**src/rtl/word_serial_arbiter.sv**
```systemverilog
// word_serial_arbiter
//   Four-way round-robin arbiter that feeds a byte-serial serializer. Each
//   granted 32-bit word is held on Data_out with valid_out high for four
//   byte-rate cycles. GAP optional idle cycles follow before the next word.
//
// Ports
//   clk_4f     in   1   byte-rate clock, rising-edge active
//   reset      in   1   asynchronous, active-low reset
//   req        in   4   per-requester request
//   data_0..3  in  32   word offered by each requester
//   ack        out  4   one-hot, one-cycle capture pulse
//   valid_out  out  1   serializer valid, high for 4 cycles per word
//   Data_out   out 32   word being serialized; 0 when not valid
//   grant_id   out  2   index of the requester currently on Data_out
//   busy       out  1   high while in SEND or GAP
module word_serial_arbiter #(
  parameter int unsigned GAP = 0
) (
  input  logic        clk_4f,
  input  logic        reset,
  input  logic [3:0]  req,
  input  logic [31:0] data_0,
  input  logic [31:0] data_1,
  input  logic [31:0] data_2,
  input  logic [31:0] data_3,
  output logic [3:0]  ack,
  output logic        valid_out,
  output logic [31:0] Data_out,
  output logic [1:0]  grant_id,
  output logic        busy
);

  typedef enum logic [1:0] {
    ST_IDLE = 2'd0,
    ST_SEND = 2'd1,
    ST_GAP  = 2'd2
  } state_t;

  // Count value held during the final GAP cycle.
  localparam logic [3:0] GAP_LAST = (GAP > 0) ? 4'(GAP - 1) : 4'd0;

  state_t      state_q, state_d;
  logic [1:0]  beat_q, beat_d;
  logic [3:0]  gap_q, gap_d;
  logic [1:0]  rr_q, rr_d;
  logic [31:0] data_q, data_d;
  logic        valid_q, valid_d;
  logic [1:0]  grant_q, grant_d;
  logic [3:0]  ack_q, ack_d;

  logic        accept;
  logic [1:0]  winner;
  logic [31:0] win_data;

  // First set request bit, searching circularly upward from ptr.
  function automatic logic [1:0] rr_pick(input logic [3:0] r, input logic [1:0] ptr);
    logic [1:0] idx;
    logic       found;
    rr_pick = ptr;
    found   = 1'b0;
    for (int k = 0; k < 4; k++) begin
      idx = ptr + 2'(k);
      if (!found && r[idx]) begin
        rr_pick = idx;
        found   = 1'b1;
      end
    end
  endfunction

  assign winner = rr_pick(req, rr_q);

  always_comb begin
    win_data = data_0;
    case (winner)
      2'd0: win_data = data_0;
      2'd1: win_data = data_1;
      2'd2: win_data = data_2;
      2'd3: win_data = data_3;
      default: win_data = data_0;
    endcase
  end

  always_comb begin
    state_d = state_q;
    beat_d  = beat_q;
    gap_d   = gap_q;
    rr_d    = rr_q;
    data_d  = data_q;
    valid_d = valid_q;
    grant_d = grant_q;
    ack_d   = 4'b0000;
    accept  = 1'b0;

    case (state_q)
      ST_IDLE: accept = 1'b1;
      ST_SEND: begin
        if (beat_q != 2'd3) begin
          beat_d = beat_q + 2'd1;
        end else if (GAP == 0) begin
          accept = 1'b1;
        end else begin
          state_d = ST_GAP;
          valid_d = 1'b0;
          data_d  = '0;
          gap_d   = 4'd0;
        end
      end
      ST_GAP: begin
        if (gap_q == GAP_LAST) accept = 1'b1;
        else                   gap_d  = gap_q + 4'd1;
      end
      default: begin
        state_d = ST_IDLE;
        valid_d = 1'b0;
        data_d  = '0;
      end
    endcase

    // Requests are only looked at here; anything seen mid-word is ignored.
    if (accept) begin
      if (req != 4'b0000) begin
        state_d = ST_SEND;
        data_d  = win_data;
        valid_d = 1'b1;
        grant_d = winner;
        ack_d   = 4'b0001 << winner;
        beat_d  = 2'd0;
        rr_d    = winner + 2'd1;
      end else begin
        // grant_id keeps the last winner so it does not glitch while idle.
        state_d = ST_IDLE;
        valid_d = 1'b0;
        data_d  = '0;
        beat_d  = 2'd0;
      end
    end
  end

  always_ff @(posedge clk_4f or negedge reset) begin
    if (!reset) begin
      state_q <= ST_IDLE;
      beat_q  <= 2'd0;
      gap_q   <= 4'd0;
      rr_q    <= 2'd0;
      data_q  <= '0;
      valid_q <= 1'b0;
      grant_q <= 2'd0;
      ack_q   <= 4'b0000;
    end else begin
      state_q <= state_d;
      beat_q  <= beat_d;
      gap_q   <= gap_d;
      rr_q    <= rr_d;
      data_q  <= data_d;
      valid_q <= valid_d;
      grant_q <= grant_d;
      ack_q   <= ack_d;
    end
  end

  assign ack       = ack_q;
  assign valid_out = valid_q;
  assign Data_out  = data_q;
  assign grant_id  = grant_q;
  assign busy      = (state_q != ST_IDLE);

endmodule

```
**config.mk**
```make
export PLATFORM = sky130hd
export DESIGN_NAME = word_serial_arbiter
export DESIGN_NICKNAME = d
export VERILOG_FILES = /design/src/rtl/word_serial_arbiter.sv
export SDC_FILE = /design/constraint.sdc
export NUM_CORES = 1
export LEC_CHECK = 0
export ABC_CLOCK_PERIOD_IN_PS = 3200
export BUFFER_PORTS_ARGS = -buffer_cell sky130_fd_sc_hd__buf_2
export CAP_MARGIN = 10
export CORE_ASPECT_RATIO = 0.7
export CORE_MARGIN = 2
export CORE_UTILIZATION = 41
export CTS_CLUSTER_DIAMETER = 100
export DETAILED_ROUTE_END_ITERATION = 8
export PLACE_DENSITY = 0.81
export SLEW_MARGIN = 20
export SYNTH_ARGS = -nofsm -noshare
export SYNTH_HDL_FRONTEND = slang
export SYNTH_SLANG_ARGS = --single-unit
```
**constraint.sdc**
```tcl
create_clock -name clk_4f -period 3.2 [get_ports clk_4f]
set_input_delay 0.32 -clock clk_4f [delete_from_list [all_inputs] [get_ports clk_4f]]
set_output_delay 0.32 -clock clk_4f [all_outputs]
set_load 0.01 [all_outputs]
```
==> results of run 1 <==
-- cells by family after synthesis --
logic type	synth area share [%]
compound gates	35.7
buf+inv	5.51
flops	44.3
simple gates	11.4
fa+ha+maj	3.09
-- worst paths after layout --
check	start	to	slack, ns
setup / recovery	rr_q[0]$_DFFE_PN0P_	Data_out[1]$_DFFE_PN0N_	0.62
max in group asynchronous	reset	Data_out[4]$_DFFE_PN0N_	2.46
hold reg to reg	beat_q[0]$_DFFE_PN0P_	beat_q[0]$_DFFE_PN0P_	0.44
min in group clk_4f	req[0]	valid_out$_DFFE_PN0N_	0.33
setup reg to reg	rr_q[0]$_DFFE_PN0P_	Data_out[1]$_DFFE_PN0N_	0.62
hold / removal	reset	rr_q[1]$_DFFE_PN0P_	0.17
-- flip-flops by register name (all words and copies together) (netlist names) --
signal     flops
beat_q         2
ack            4
Data_out      32
valid_out      1
rr_q           2
grant_id       2
-- metrics by stage --
| stage | power, mW | instance area (um2) | hold slack (ns) | util [%] | setup WS [ns] |
|---|---|---|---|---|---|
| 2_1_floorplan | 2.16 | 2430 | 0.0244 | - | 0.802 |
| 3_5_place_dp | 2.74 | 3310 | 0.432 | 57.9 | 0.480 |
| 6_report | 3.11 | 3420 | 0.167 | 59.7 | 0.616 |
| 5_1_grt | 3.37 | 3420 | 0.240 | 59.7 | 0.335 |
| 3_3_place_gp | 2.67 | 3310 | 0.422 | 57.9 | 0.658 |
| 4_1_cts | 3.13 | 3420 | 0.198 | 59.7 | 0.630 |
-- final cells by class --
class | instances | area share [%]
multi-input cells | 171 | 36.1
flip-flops and latches | 43 | 31.5
repair buffers | 179 | 26.6
clock buffers | 7 | 2.82
well taps | 75 | 2.75
clock inverters | 1 | 0.220
-- cells in the final DEF, fill, tap and decap left out --
| cell type | synthesis | layout |
|---|---|---|
| buf_4 | 1 | 6 |
| o21ai_0 | 30 | 30 |
| nor2b_1 | 4 | 3 |
| nor3_1 | 1 | 1 |
| o32a_1 | 1 | 1 |
| nand3_1 | 1 | 1 |
| and2_1 | 6 | 6 |
| nor4_4 | 1 | 1 |
| nor2_4 | 0 | 1 |
| ha_1 | 6 | 5 |
| a222oi_1 | 32 | 32 |
| o31ai_1 | 2 | 2 |
| nand2_1 | 34 | 34 |
| clkbuf_8 | 0 | 7 |
| clkinvlp_4 | 0 | 1 |
| o21ba_2 | 2 | 2 |
| a31oi_2 | 1 | 1 |
| ha_2 | 0 | 1 |
| a211o_1 | 1 | 1 |
| nand2b_1 | 1 | 1 |
| dfrtp_1 | 43 | 43 |
| buf_2 | 2 | 173 |
| o21a_1 | 1 | 1 |
| and2b_2 | 1 | 1 |
| nor2_1 | 2 | 2 |
| o21ai_1 | 7 | 7 |
| o21bai_1 | 1 | 1 |
| a22o_1 | 32 | 32 |
| nor2b_4 | 0 | 1 |
| and3_1 | 1 | 1 |
| and3b_1 | 1 | 1 |
| or4_4 | 1 | 1 |
-- power groups by stage --
stage	logic [mW]	clock network, mW	registers, mW
CTS	1.79	0.397	0.945
floorplan	1.12	0	1.03
global placement	1.73	0	0.945
detailed placement	1.80	0	0.946
global route	1.96	0.431	0.977
finish	1.78	0.386	0.949
-- routing by layer --
metal	part of all wire, %	global-route usage (%)	vias up
met2	47	38.3	140
met5	0	0	-
met1	42	32.3	1265
met4	1.1	6.43	0
li1	-	-	1272
met3	9.8	6.28	9
==> results.md, run 1 <==
- Asr flop ratio synth: 100%
- Gpl congestion: approximately 0.77
- Syn_area_per_cell: about 10 um2
- Fmax: just under 400 MHz
- Psw: 1.33 mW
- WL/cell: 16.7 um
- Distinct cells, synth: 31
- WP data arrival: between 2 and 3 ns
- Clk_lat worst skew: around 0.30 ns
- Status: finished, final reports clean
- Synth warn: 0
- Clock Tree Buf Depth: 2
- Routed Antenna Nets: 0
- CP top delay family: adder cells
- Total iterations of the first detailed-routing run: 6
- EDFF count, synth: 0
- Register area: about 0.0011 mm2
- Initial Util: between 40% and 50%
- Clk sinks: 43
- # rows: 23
- Final worst-path cycle share: approximately four fifths
- Hold Crit Class: input pin to async pin
- Multi-input logic area: roughly 0.0012 mm2
- Worst-path fanout max: 64
- PwrDens: roughly 910 mW/mm2
- Clock Power Share: roughly an eighth
- Min Tclk post-route: 2.58 ns
- Top FF cell, synth: dfrtp_1
- Reg power frac: 30.5%
- Die Span X: 96.0 um
- Clk slew on worst S/H paths: roughly 0.080 ns
- Layout Nets: 540
- Pint: about 1.8 mW
- Input/output buffers: 173
- Placed Cells: 468
- Post-Synthesis Cell Area: between 0.002 and 0.0025 mm2
- Leakage: around 1.8 nW
- Seq cells post-synth: 43
- Max Cap Violations: 0
- Most common cell on crit path: o21ai_0
- Most instantiated library cell after synthesis: dfrtp_1
- Post-Syn Nets: ~380
- Routed via count: 2686
- RSZ-0062 raised after global routing: false
- Layout cells sized above 1: about half
- # DRC: 0
- Setup repair bufs after CTS: 0
- Final cell count without fillers: around 480
- DRT Wirelength: 7950 um
- PostCTS Resize Cnt: 0
- CTS tree: done
- Cells after Synth: approximately 240
- Cts hold-fix bufs: 0
- Top Ports: ~170
- Number of global-route vias before repair: between 2k and 2.5k
- Area grow syn2layout: 40.8%
- Most frequent cells after synthesis: 43 x dfrtp_1, 34 x nand2_1, 32 x a222oi_1, 32 x a22o_1, 30 x o21ai_0
- Initial antenna violation count: 0
- Combinational Power Share: a little under three fifths
- WP data required: between 3 and 4 ns
- Final hold violation count: 0
- Setup TNS: 0 ns
- Synth area leader: dfrtp_1
- Crit path kind: register to register
- CP bufs+invs: 0
- Root Buffer: clkbuf_8
- Post-DP HPWL: 5780 um
- Slew margin rel.: approximately a third
- H-tree Lvls: 2
- Die area: roughly 0.0066 mm2
- # fillers: 528
- Max Slew Vio Count: 0
- Vias/cell: ~5.6
- Setup violation total in the final timing report: 0
- Top cells by area, synth: dfrtp_1 44%, a222oi_1 13%, a22o_1 12%
- First-pass GRT wire length: 11900 um
- CP Depth: 6
- Path depth of the worst reg2reg path: 6
- Yosys top cell area share: approximately 44%
- GRT overflow: 0
- Max VDD drop: between 300 and 400 uV
- Core area: roughly 0.0057 mm2
- Crit end category: register
- Startpoint Class: register
- Starting DRC count in detailed routing: ~220
- Worst Tran Pin Value: 0.995 ns
- Critical Path Max Stage Delay: between 0.8 and 0.9 ns
- Worst-path cell chain: nor2b_1 -> o21ai_0 -> and2_1 -> ha_2 -> o21ai_0 -> a22o_1
- Total track usage: 23.9%
- Fin Clk Skew: slightly above 0.008 ns
- Largest net degree at the start of global routing: 65
- Post-synthesis sequential area ratio: roughly 44%
- Critical-path top delay cell: ha_2
- Sw Share: between 40% and 50%
- Antenna Cells: 0
- Inserted Clock Buffers: 5
- Die Y: between 60 and 70 um
Note: power is estimated with default switching activity, not from simulation.
==> inputs of run 2 (changes only) <==
ABC_AREA = 1   (was default)
ABC_CLOCK_PERIOD_IN_PS = 2500   (was 3200)
CORE_UTILIZATION = 42   (was 41)
PLACE_DENSITY = 0.8   (was 0.81)
clock period = 2.5 ns   (was 3.2 ns; I/O delays follow)
==> results.md, run 2 <==
- PwrDens: 1940 mW/mm2 (+110%)
- Largest net degree at the start of global routing: 37 (-43%)
- # DRC: 0 (unchanged)
- Final Cell Area: 0.00393 mm2 (+15%)
- Routed Antenna Nets: 0 (unchanged)
- # fillers: 562 (+6.4%)
- Top Ports: 174 (unchanged)
- Hold Crit Class: input pin to register
- Total Power: 7.61 mW (+140%)
- WP data arrival: 2.55 ns (-0.23 ns)
- Multi-input logic area: 0.00154 mm2 (+25%)
- Layout cells sized above 1: 45.7% (-3.2 points)
- RSZ-0062 raised after global routing: true
- Min Tclk post-route: 2.36 ns (-0.227 ns)
- Dpl cell area: 0.00357 mm2 (+7.9%)
- Cells after Synth: 354 (+46%)
- DRT Wirelength: 8760 um (+10%)
- Max Slew Vio Count: 0 (unchanged)
- Leakage: 2.12 nW (+20%)
- Routed via count: 3184 (+19%)
- Post-synthesis sequential area ratio: 40.8% (-3.5 points)
- Worst-path fanout max: 16 (-75%)
- Most instantiated library cell after synthesis: nand2_1
- Worst R2R Setup Slack: 0.14 ns (-0.47 ns)
- Critical Path Max Stage Delay: 0.49 ns (-0.38 ns)
- CP bufs+invs: 4 (+4)
- Die area: 0.00694 mm2 (+5.7%)
- Syn_area_per_cell: 7.45 um2 (-26%)
- Synth warn: 0 (unchanged)
- Critical-path top delay cell: dfrtp_2
- Fin Clk Skew: 0.00606 ns (-0.00208 ns)
- Number of global-route vias before repair: 3036 (+25%)
- Total track usage: 24.3% (+0.34 points)
- Crit path kind: register to register
- Most common cell after layout, fill and taps aside: buf_2
- Crit end category: register
- Startpoint Class: register
- Die Span X: 98.7 um (+2.8%)
- Core area: 0.00616 mm2 (+7.5%)
- Distinct cells, synth: 22 (-29%)
- Yosys top cell area share: 40.8% (-3.5 points)
- Total iterations of the first detailed-routing run: 5 (-1)
- H-tree Lvls: 2 (unchanged)
- Largest register FFs: 32 (unchanged)
- Seq cells post-synth: 43 (unchanged)
- Synth area leader: dfrtp_1
- Clk sinks: 43 (unchanged)
- First-pass GRT wire length: 13800 um (+16%)
- Post-DP HPWL: 6270 um (+8.4%)
- RR Endpoint: Data_out[28]$_DFFE_PN0N_
- Antenna Cells: 0 (unchanged)
- Path depth of the worst reg2reg path: 14 (+8)
- Pre-CTS WS: -0.0279 ns (-0.508 ns)
- Asr flop ratio synth: 100% (unchanged)
- Post-Syn Nets: 494 (+29%)
- # rows: 24 (+4.3%)
- Slew margin rel.: 62.1% (+28 points)
- Most common cell on crit path: nand2_1
- Layout Nets: 666 (+23%)
- Gpl congestion: 0.868 (+13%)
- Initial Util: 42.8% (+0.44 points)
- Max Cap Violations: 0 (unchanged)
- Max VDD drop: 1200 uV (+210%)
- Clock Tree Buf Depth: 2 (unchanged)
- Starting DRC count in detailed routing: 129 (-42%)
- WL/cell: 14.5 um (-13%)
- CTS tree: done
- WP data required: 2.70 ns (-0.69 ns)
- GRT overflow: 0 (unchanged)
- GR Util met1: 30.6% (-1.7 points)
- Worst-path cell chain: inv_4 -> nand2_1 -> nand2_2 -> nand2_1 -> nand2_1 -> nand4_4 -> nand3_1 -> nand2_2 -> ha_1 -> inv_2 -> buf_4 -> clkbuf_16 -> o21ai_0 -> o21ai_0
- Setup violation total in the final timing report: 0 (unchanged)
- Initial antenna violation count: 0 (unchanged)
- Worst Hold Endpoint: Data_out[23]$_DFFE_PN0N_
- Input/output buffers: 173 (unchanged)
- Root Buffer: clkbuf_8
- Inserted Clock Buffers: 5 (unchanged)
- Vias/cell: 5.28 (-6.4%)
- Final hold violation count: 0 (unchanged)
- EDFF count, synth: 0 (unchanged)
- Hold depth: 3
- Most frequent cells after synthesis: 135 x nand2_1, 52 x o21ai_0, 43 x dfrtp_1
- HP Start: data_3[23]
- Worst Tran Pin Value: 0.568 ns (-0.427 ns)
- FF-to-FF Start: rr_q[1]$_DFFE_PN0P_
- Met2 Resource Use GR: 42.3% (+4.0 points)
- Fmax: 424 MHz (+9.6%)
- Gr busiest metal: met2
- Register area: 0.00108 mm2 (+0.12%)
- GR met3 Demand/Resource: 5.71% (-0.57 points)
- Fin Hold WS: 0.234 ns (+0.0672 ns)
- Post-Synthesis Cell Area: 0.00264 mm2 (+8.6%)
- Area grow syn2layout: 48.9%
- Status: finished, final reports clean
- Top FF cell, synth: dfrtp_1
- CP top delay family: simple AND/OR/NAND/NOR gates
- Final worst-path cycle share: 94.3% (+14 points)
- Die Y: 70.3 um (+2.8%)
- Top cells by area, synth: dfrtp_1 41%, nand2_1 19%, a221oi_1 11%
- Most frequent cells in the layout: 173 x buf_2, 134 x nand2_1, 43 x o21ai_0
- Final Util: 63.8% (+4.1 points)
- Clk slew on worst S/H paths: 0.08 ns (about the same)
- Post-route setup slack: 0.143 ns (-0.473 ns)
- Clk_lat worst skew: 0.29 ns (about the same)
==> run 2: cell types whose count changed in the layout (fill, tap and decap cells not counted), sizes merged, moves of 11 or more <==
| cell | before | now |
|---|---|---|
| nand2 | 34 | 147 |
| a221oi | 0 | 32 |
| a222oi | 32 | 0 |
| a22o | 32 | 0 |
| o21ai | 37 | 68 |
| inv | 0 | 12 |
| buf | 179 | 190 |
==> run 2: worst reg2reg max path: cells and delay by family (launching register included) <==
family                   cells  cell delay [ns]
AND/OR/NAND/NOR              7             0.71
AO/OA/AOI/OAI                2             0.32
flip-flops                   1             0.49
adder cells (fa/ha/maj)      1             0.21
buffers and inverters        4             0.52
==> run 2: layout make-up <==
type | instances | share of cell area, %
clock buffers | 6 | 1.85
inverters | 12 | 1.21
multi-input cells | 272 | 39.1
flip-flops and latches | 43 | 27.4
well taps | 78 | 2.48
repair buffers | 192 | 27.9
==> run 2: timing repair <==
item / in CTS / in global routing
endpoints found under the setup margin: 2 / 32
gates cloned: 0 / 1
endpoints found under the hold margin: 20 / 0
buffers inserted: 0 / 5
hold buffers: 1 / 0
gates resized for setup: 1 / 50
pin swaps: 0 / 2
==> run 2: kinds of logic (layout without fill, tap and decap cells) <==
family / after synthesis / after routing / synth area share, %
DFF: 43 / 43 / 40.8
adders and majority gates: 6 / 6 / 2.85
and+or+nand+nor: 165 / 165 / 25.7
buffers and inverters: 39 / 210 / 6.69
AOI/OAI and AO/OA: 100 / 100 / 23.7
xor gates and xnor gates: 1 / 1 / 0.332
==> run 2: through the flow <==
stage,setup TNS [ns],instances
5_1_grt,-0.285,603
6_report,0,603
3_5_place_dp,-0.0295,590
2_1_floorplan,0,354
3_3_place_gp,0,590
4_1_cts,0,597
==> run 2: how the worst max path moves through the flow <==
| stage | end | depth (start not counted) | slack [ns] | from |
|---|---|---|---|---|
| global route | Data_out[31]$_DFFE_PN0N_ | 17 | -0.05 | rr_q[0]$_DFFE_PN0P_ |
| finish | Data_out[28]$_DFFE_PN0N_ | 14 | 0.14 | rr_q[1]$_DFFE_PN0P_ |
| global placement | Data_out[4]$_DFFE_PN0N_ | 17 | 0.13 | rr_q[1]$_DFFE_PN0P_ |
| CTS | Data_out[4]$_DFFE_PN0N_ | 17 | 0.01 | rr_q[0]$_DFFE_PN0P_ |
| floorplan | Data_out[26]$_DFFE_PN0N_ | 18 | 0.25 | rr_q[0]$_DFFE_PN0P_ |
| detailed placement | Data_out[4]$_DFFE_PN0N_ | 17 | -0.03 | rr_q[1]$_DFFE_PN0P_ |
==> run 2: routing by layer <==
layer	routed length (um)	share of wire, %
met5	0	0
met3	627	7.2
met2	4340	50
met1	3730	43
met4	59	0.67
==> run 2: where the power goes <==
part           internal [mW]  total [mW]  switching [mW]  leakage (nW)
registers               1.05        1.23           0.181         0.539
clock network          0.187       0.410           0.223        0.0371
logic                   2.57        5.97            3.40          1.55
total                   3.81        7.61            3.80          2.12
